==> config.mk <==
export PLATFORM = sky130hd
export DESIGN_NAME = arp_sequencer
export DESIGN_NICKNAME = d
export VERILOG_FILES = /design/src/rtl/synth_pkg.sv /design/src/rtl/tone_osc.sv /design/src/rtl/arp_sequencer.sv
export SDC_FILE = /design/constraint.sdc
export NUM_CORES = 1
export LEC_CHECK = 0
export ABC_AREA = 1
export CORE_ASPECT_RATIO = 0.5
export CORE_MARGIN = 3
export CORE_UTILIZATION = 60
export DETAILED_ROUTE_END_ITERATION = 8
export PLACE_DENSITY = 0.79
export SLEW_MARGIN = 20
export SYNTH_ARGS = -nofsm -noshare
export SYNTH_HDL_FRONTEND = slang
export SYNTH_SLANG_ARGS = --single-unit
==> constraint.sdc <==
create_clock -name clk -period 3.2 [get_ports clk]
set_input_delay 0.64 -clock clk [delete_from_list [all_inputs] [get_ports clk]]
set_output_delay 0.64 -clock clk [all_outputs]
set_load 0.05 [all_outputs]
==> src/rtl/synth_pkg.sv <==
// Shared constants and helpers for the pocket synth: note frequencies,
// half-period computation, arpeggiator state encoding and note selection.
package synth_pkg;

  localparam int HP_W = 24;

  localparam int F_C4 = 262;
  localparam int F_E4 = 330;
  localparam int F_G4 = 392;
  localparam int F_B4 = 494;

  typedef enum logic [1:0] {
    IDLE = 2'd0,
    PLAY = 2'd1,
    GAP  = 2'd2
  } arp_state_t;

  function automatic logic [HP_W-1:0] half_period(input int clk_freq, input logic [1:0] idx);
    logic [HP_W-1:0] hp;
    case (idx)
      2'd0:    hp = HP_W'(clk_freq / (2 * F_C4));
      2'd1:    hp = HP_W'(clk_freq / (2 * F_E4));
      2'd2:    hp = HP_W'(clk_freq / (2 * F_G4));
      default: hp = HP_W'(clk_freq / (2 * F_B4));
    endcase
    return hp;
  endfunction

  function automatic logic [1:0] lowest_bit(input logic [3:0] mask);
    logic [1:0] res;
    res = 2'd0;
    for (int i = 3; i >= 0; i--) begin
      if (mask[i]) res = 2'(i);
    end
    return res;
  endfunction

  // Lowest set bit strictly above cur, wrapping to the lowest set bit overall.
  function automatic logic [1:0] next_note(input logic [3:0] mask, input logic [1:0] cur);
    logic [1:0] res;
    logic       found;
    res   = lowest_bit(mask);
    found = 1'b0;
    for (int i = 3; i >= 0; i--) begin
      if (mask[i] && (i > int'(cur))) begin
        res   = 2'(i);
        found = 1'b1;
      end
    end
    if (!found) res = lowest_bit(mask);
    return res;
  endfunction

endpackage

==> src/rtl/tone_osc.sv <==
// Square-wave tone oscillator; held at phase 0 / level low while not running
// so every note starts from the same point.
import synth_pkg::*;

module tone_osc (
  input  logic            clk,
  input  logic            rst_n,
  input  logic [HP_W-1:0] half_period,
  input  logic            run,
  output logic            tone
);

  logic [HP_W-1:0] cnt;

  always_ff @(posedge clk or negedge rst_n) begin
    if (!rst_n) begin
      cnt  <= '0;
      tone <= 1'b0;
    end else if (!run) begin
      cnt  <= '0;
      tone <= 1'b0;
    end else if (cnt == half_period - HP_W'(1)) begin
      cnt  <= '0;
      tone <= ~tone;
    end else begin
      cnt <= cnt + HP_W'(1);
    end
  end

endmodule

==> src/rtl/arp_sequencer.sv <==
// Four-key arpeggiator: key sync, step scheduler FSM and one tone oscillator.
// Optional ARP_LATCH_EN keeps released keys sounding until enable drops.
import synth_pkg::*;

module arp_sequencer #(
  parameter int CLK_FREQ = 50_000_000,
  parameter int STEP_HZ  = 8
) (
  input  logic       clk,
  input  logic       rst_n,
  input  logic [3:0] keys,
  input  logic       enable,
  output logic       audio_out,
  output logic       gate,
  output logic [1:0] note_idx,
  output logic [3:0] leds
);

  localparam int STEP_CYCLES = CLK_FREQ / STEP_HZ;
  localparam int GATE_CYCLES = (STEP_CYCLES * 3) / 4;
  localparam int CNT_W       = $clog2(STEP_CYCLES);

  logic [3:0] key_meta, key_sync, mask;

  always_ff @(posedge clk or negedge rst_n) begin
    if (!rst_n) begin
      key_meta <= '0;
      key_sync <= '0;
    end else begin
      key_meta <= keys;
      key_sync <= key_meta;
    end
  end

`ifdef ARP_LATCH_EN
  logic [3:0] latch, prev_sync;

  // A press after a full release starts a fresh chord; otherwise keys accumulate.
  always_ff @(posedge clk or negedge rst_n) begin
    if (!rst_n) begin
      latch     <= '0;
      prev_sync <= '0;
    end else begin
      prev_sync <= key_sync;
      if (!enable)
        latch <= '0;
      else if ((key_sync != 4'd0) && (prev_sync == 4'd0))
        latch <= key_sync;
      else
        latch <= latch | key_sync;
    end
  end

  assign mask = latch;
`else
  assign mask = key_sync;
`endif

  assign leds = mask;

  arp_state_t       state, state_n;
  logic [CNT_W-1:0] cnt, cnt_n;
  logic [1:0]       note_n;

  always_ff @(posedge clk or negedge rst_n) begin
    if (!rst_n) begin
      state    <= IDLE;
      cnt      <= '0;
      note_idx <= 2'd0;
    end else begin
      state    <= state_n;
      cnt      <= cnt_n;
      note_idx <= note_n;
    end
  end

  always_comb begin
    state_n = state;
    cnt_n   = cnt;
    note_n  = note_idx;
    if (!enable) begin
      state_n = IDLE;
      cnt_n   = '0;
    end else begin
      case (state)
        IDLE: begin
          cnt_n = '0;
          if (mask != 4'd0) begin
            note_n  = lowest_bit(mask);
            state_n = PLAY;
          end
        end
        PLAY: begin
          if (mask == 4'd0) begin
            state_n = IDLE;
            cnt_n   = '0;
          end else begin
            cnt_n = cnt + CNT_W'(1);
            if (cnt == CNT_W'(GATE_CYCLES - 1)) state_n = GAP;
          end
        end
        GAP: begin
          if (cnt == CNT_W'(STEP_CYCLES - 1)) begin
            cnt_n = '0;
            if (mask == 4'd0) begin
              state_n = IDLE;
            end else begin
              note_n  = next_note(mask, note_idx);
              state_n = PLAY;
            end
          end else begin
            cnt_n = cnt + CNT_W'(1);
          end
        end
        default: begin
          state_n = IDLE;
          cnt_n   = '0;
        end
      endcase
    end
  end

  assign gate = (state == PLAY);

  logic tone;

  tone_osc u_tone_osc (
    .clk         (clk),
    .rst_n       (rst_n),
    .half_period (half_period(CLK_FREQ, note_idx)),
    .run         (gate),
    .tone        (tone)
  );

  assign audio_out = tone & gate;

endmodule

==> flow_summary.toml <==
[outcome]
outcome = "finished, final reports clean"

[clock_network]
post_cts.repair.setup_buffers = 0
clk_pin_slew_ps = 50
clock_sinks = 60
clk_path_buf_depth = 2
cts_hold_buf = 0
clk_latency_ps = 330
cts_tree = "done"
cts-resized-gates = 0
cts_max_level = 3
cts_buffers = 9
cts_root_buf = "clkbuf_16"

[worst_setup_path]
cp_max_fo = 6
r2r-end = "cnt[17]"
ff2ff_path_depth = 8
end_kind = "primary output"
crit_type = "register to primary output"
cp-start-kind = "register"
r2r_setup_slack_ps = 1080
crit_arrival_ps = 2100
worst_ep_required_time_ps = 2560
r2r-start = "cnt[0]"

[final_layout]
final_net_count = 571
final_common_cell = "nand2_1"
final_cell_mix = "nand2_1, nor2_1, inv_1, dfrtp_1, nand3_1"
design_area_um2 = 4198
area_delta_synth_final_pct = 12.02
diodes = 0
layout-drive-gt1-share = 0.05861

[routing]
drt_iter0_markers = 232
drc = 0
via_per_inst = 5.298
drtPass1Iterations = 5
vias = 3428
routedWlPerCell_um = 13.79
postRouteAntennaNets = 0
wl_um = 8920

[flow_run]
maxCapViolCount = 0

[synthesis]
synthCells = 543
synth_cell_types = 27
yosys_warnings = 0
avgSynthCellArea_um2 = 6.901
ys_seq_elements = 60
synth.net_count = 556
syn-cell-area_um2 = 3747
synth-seq-area-share = 0.4007

[floorplan]
dieArea_um2 = 7287
die_w_um = 117.8
num_rows = 19
die_height_um = 61.88
initial_core_util = 0.6514
ios = 15
core_region_area_um2 = 5753

[grt]
grt_pass1_vias = 3343
grtUsageTotal = 0.2651
grt_max_degree = 27
antenna_found_initial = 0
grt_pass1_wl_um = 15060
overflow = 0

[sta]
fin_crit_sh = 0.8574
worst_pin_slew_ps = 591.7
slew_headroom = 0.6055
setup_viol = 0
slew_violations = 0
rsz0062_at_grt = "no"
skew_ps = 5.116
fin_setup_tns_ps = 0
fmax_ghz = 0.3645
min_period_ps = 2744
final-hold-violation-count = 0

[pwr]
leakage_nw = 1.803
ir_drop_uv = 339.9
powerDensity_nw_per_um2 = 550.9

[place]
dpl_cell_area_um2 = 3915
gp_congestion = 0.9383
port_buffers = 14
hpwl_um = 6541

[min_path]
hp-class = "input port to async pin"
[critical path, stage by stage, from the launching register on]
cell	delay, ps
dfrtp_1	400
inv_1	90
ha_1	330
nand2_1	80
inv_1	70
clkdlybuf4s50_1	790
[cell usage after synthesis, drive strengths merged]
master,number,area (um^2)
xor2,22,192.7
xnor2,5,43.79
o21bai,1,7.510
nor2,133,511.7
o21ai,14,70.07
dfrtp,60,1501
a31o,1,8.760
nand3,41,227.7
a21oi,3,15.01
ha,6,75.07
nand2,151,579.3
nor3,14,80.08
nand3b,1,7.510
clkbuf,1,5.000
inv,62,232.7
nand4,16,100.1
or2,1,6.260
buf,11,82.58
[logic make-up after synthesis]
| kind of cell | share of synthesized area |
|---|---|
| DFF | 0.4007 |
| xor gates and xnor gates | 0.06310 |
| buffers and inverters | 0.08548 |
| and+or+nand+nor | 0.4037 |
| adders and majority gates | 0.02003 |
| AOI/OAI and AO/OA | 0.02705 |
[layer usage]
| metal | global-route usage | part of all wire |
|---|---|---|
| met1 | 0.3174 | 0.46 |
| met2 | 0.4780 | 0.48 |
| met3 | 0.06691 | 0.045 |
| met4 | 0.1133 | 0.023 |
| met5 | 0 | 0 |
[registers in the layout, summed over array words and instances (netlist names)]
signal and flops:
cnt 23, leds 4, u_tone_osc.cnt 24, u_tone_osc.tone 1, state 2, key_meta 4
note_idx 2
[layout make-up]
cell class	count	area [um^2]
multi-input cells	409	1926
fillers	469	1555
flip-flops and latches	60	1501
clock buffers	15	277.8
inverters	62	232.7
repair buffers	16	150.1
well taps	84	105.1
clock inverters	1	5.005
[per-stage QoR]
stage / cells / hold slack (ps) / util / worst slack [ps] / total power [W]
5_1_grt: 647 / 354.8 / 0.7297 / 344.6 / 0.002442
2_1_floorplan: 543 / 331.2 / - / 1059 / 0.001282
3_3_place_gp: 631 / 331.8 / 0.6805 / 849.1 / 0.001405
4_1_cts: 647 / 331.5 / 0.7297 / 449.8 / 0.002321
3_5_place_dp: 631 / 336.3 / 0.6805 / 799.7 / 0.001416
6_report: 647 / 312.2 / 0.7297 / 456.5 / 0.002312
[worst max-delay path by stage]
| stage | endpoint | slack [ps] | depth (start not counted) | from |
|---|---|---|---|---|
| 3_3_place_gp | audio_out | 850 | 5 | state[1] |
| 5_1_grt | audio_out | 340 | 5 | state[1] |
| 4_1_cts | audio_out | 450 | 5 | state[1] |
| 3_5_place_dp | audio_out | 800 | 5 | state[1] |
| 2_1_floorplan | audio_out | 1060 | 4 | state[1] |
| 6_report | audio_out | 460 | 5 | state[1] |
[where the power goes]
| part | internal, W | switching (W) | leakage [nW] | total, W |
|---|---|---|---|---|
| Clock | 0.000586 | 0.000319 | 0.140 | 0.000905 |
| Combinational | 0.000166 | 0.000365 | 0.849 | 0.000531 |
| Sequential | 0.000804 | 0.0000725 | 0.814 | 0.000877 |
| Total | 0.00156 | 0.000757 | 1.80 | 0.00231 |
No activity file was read; power rests on OpenSTA's default activity.
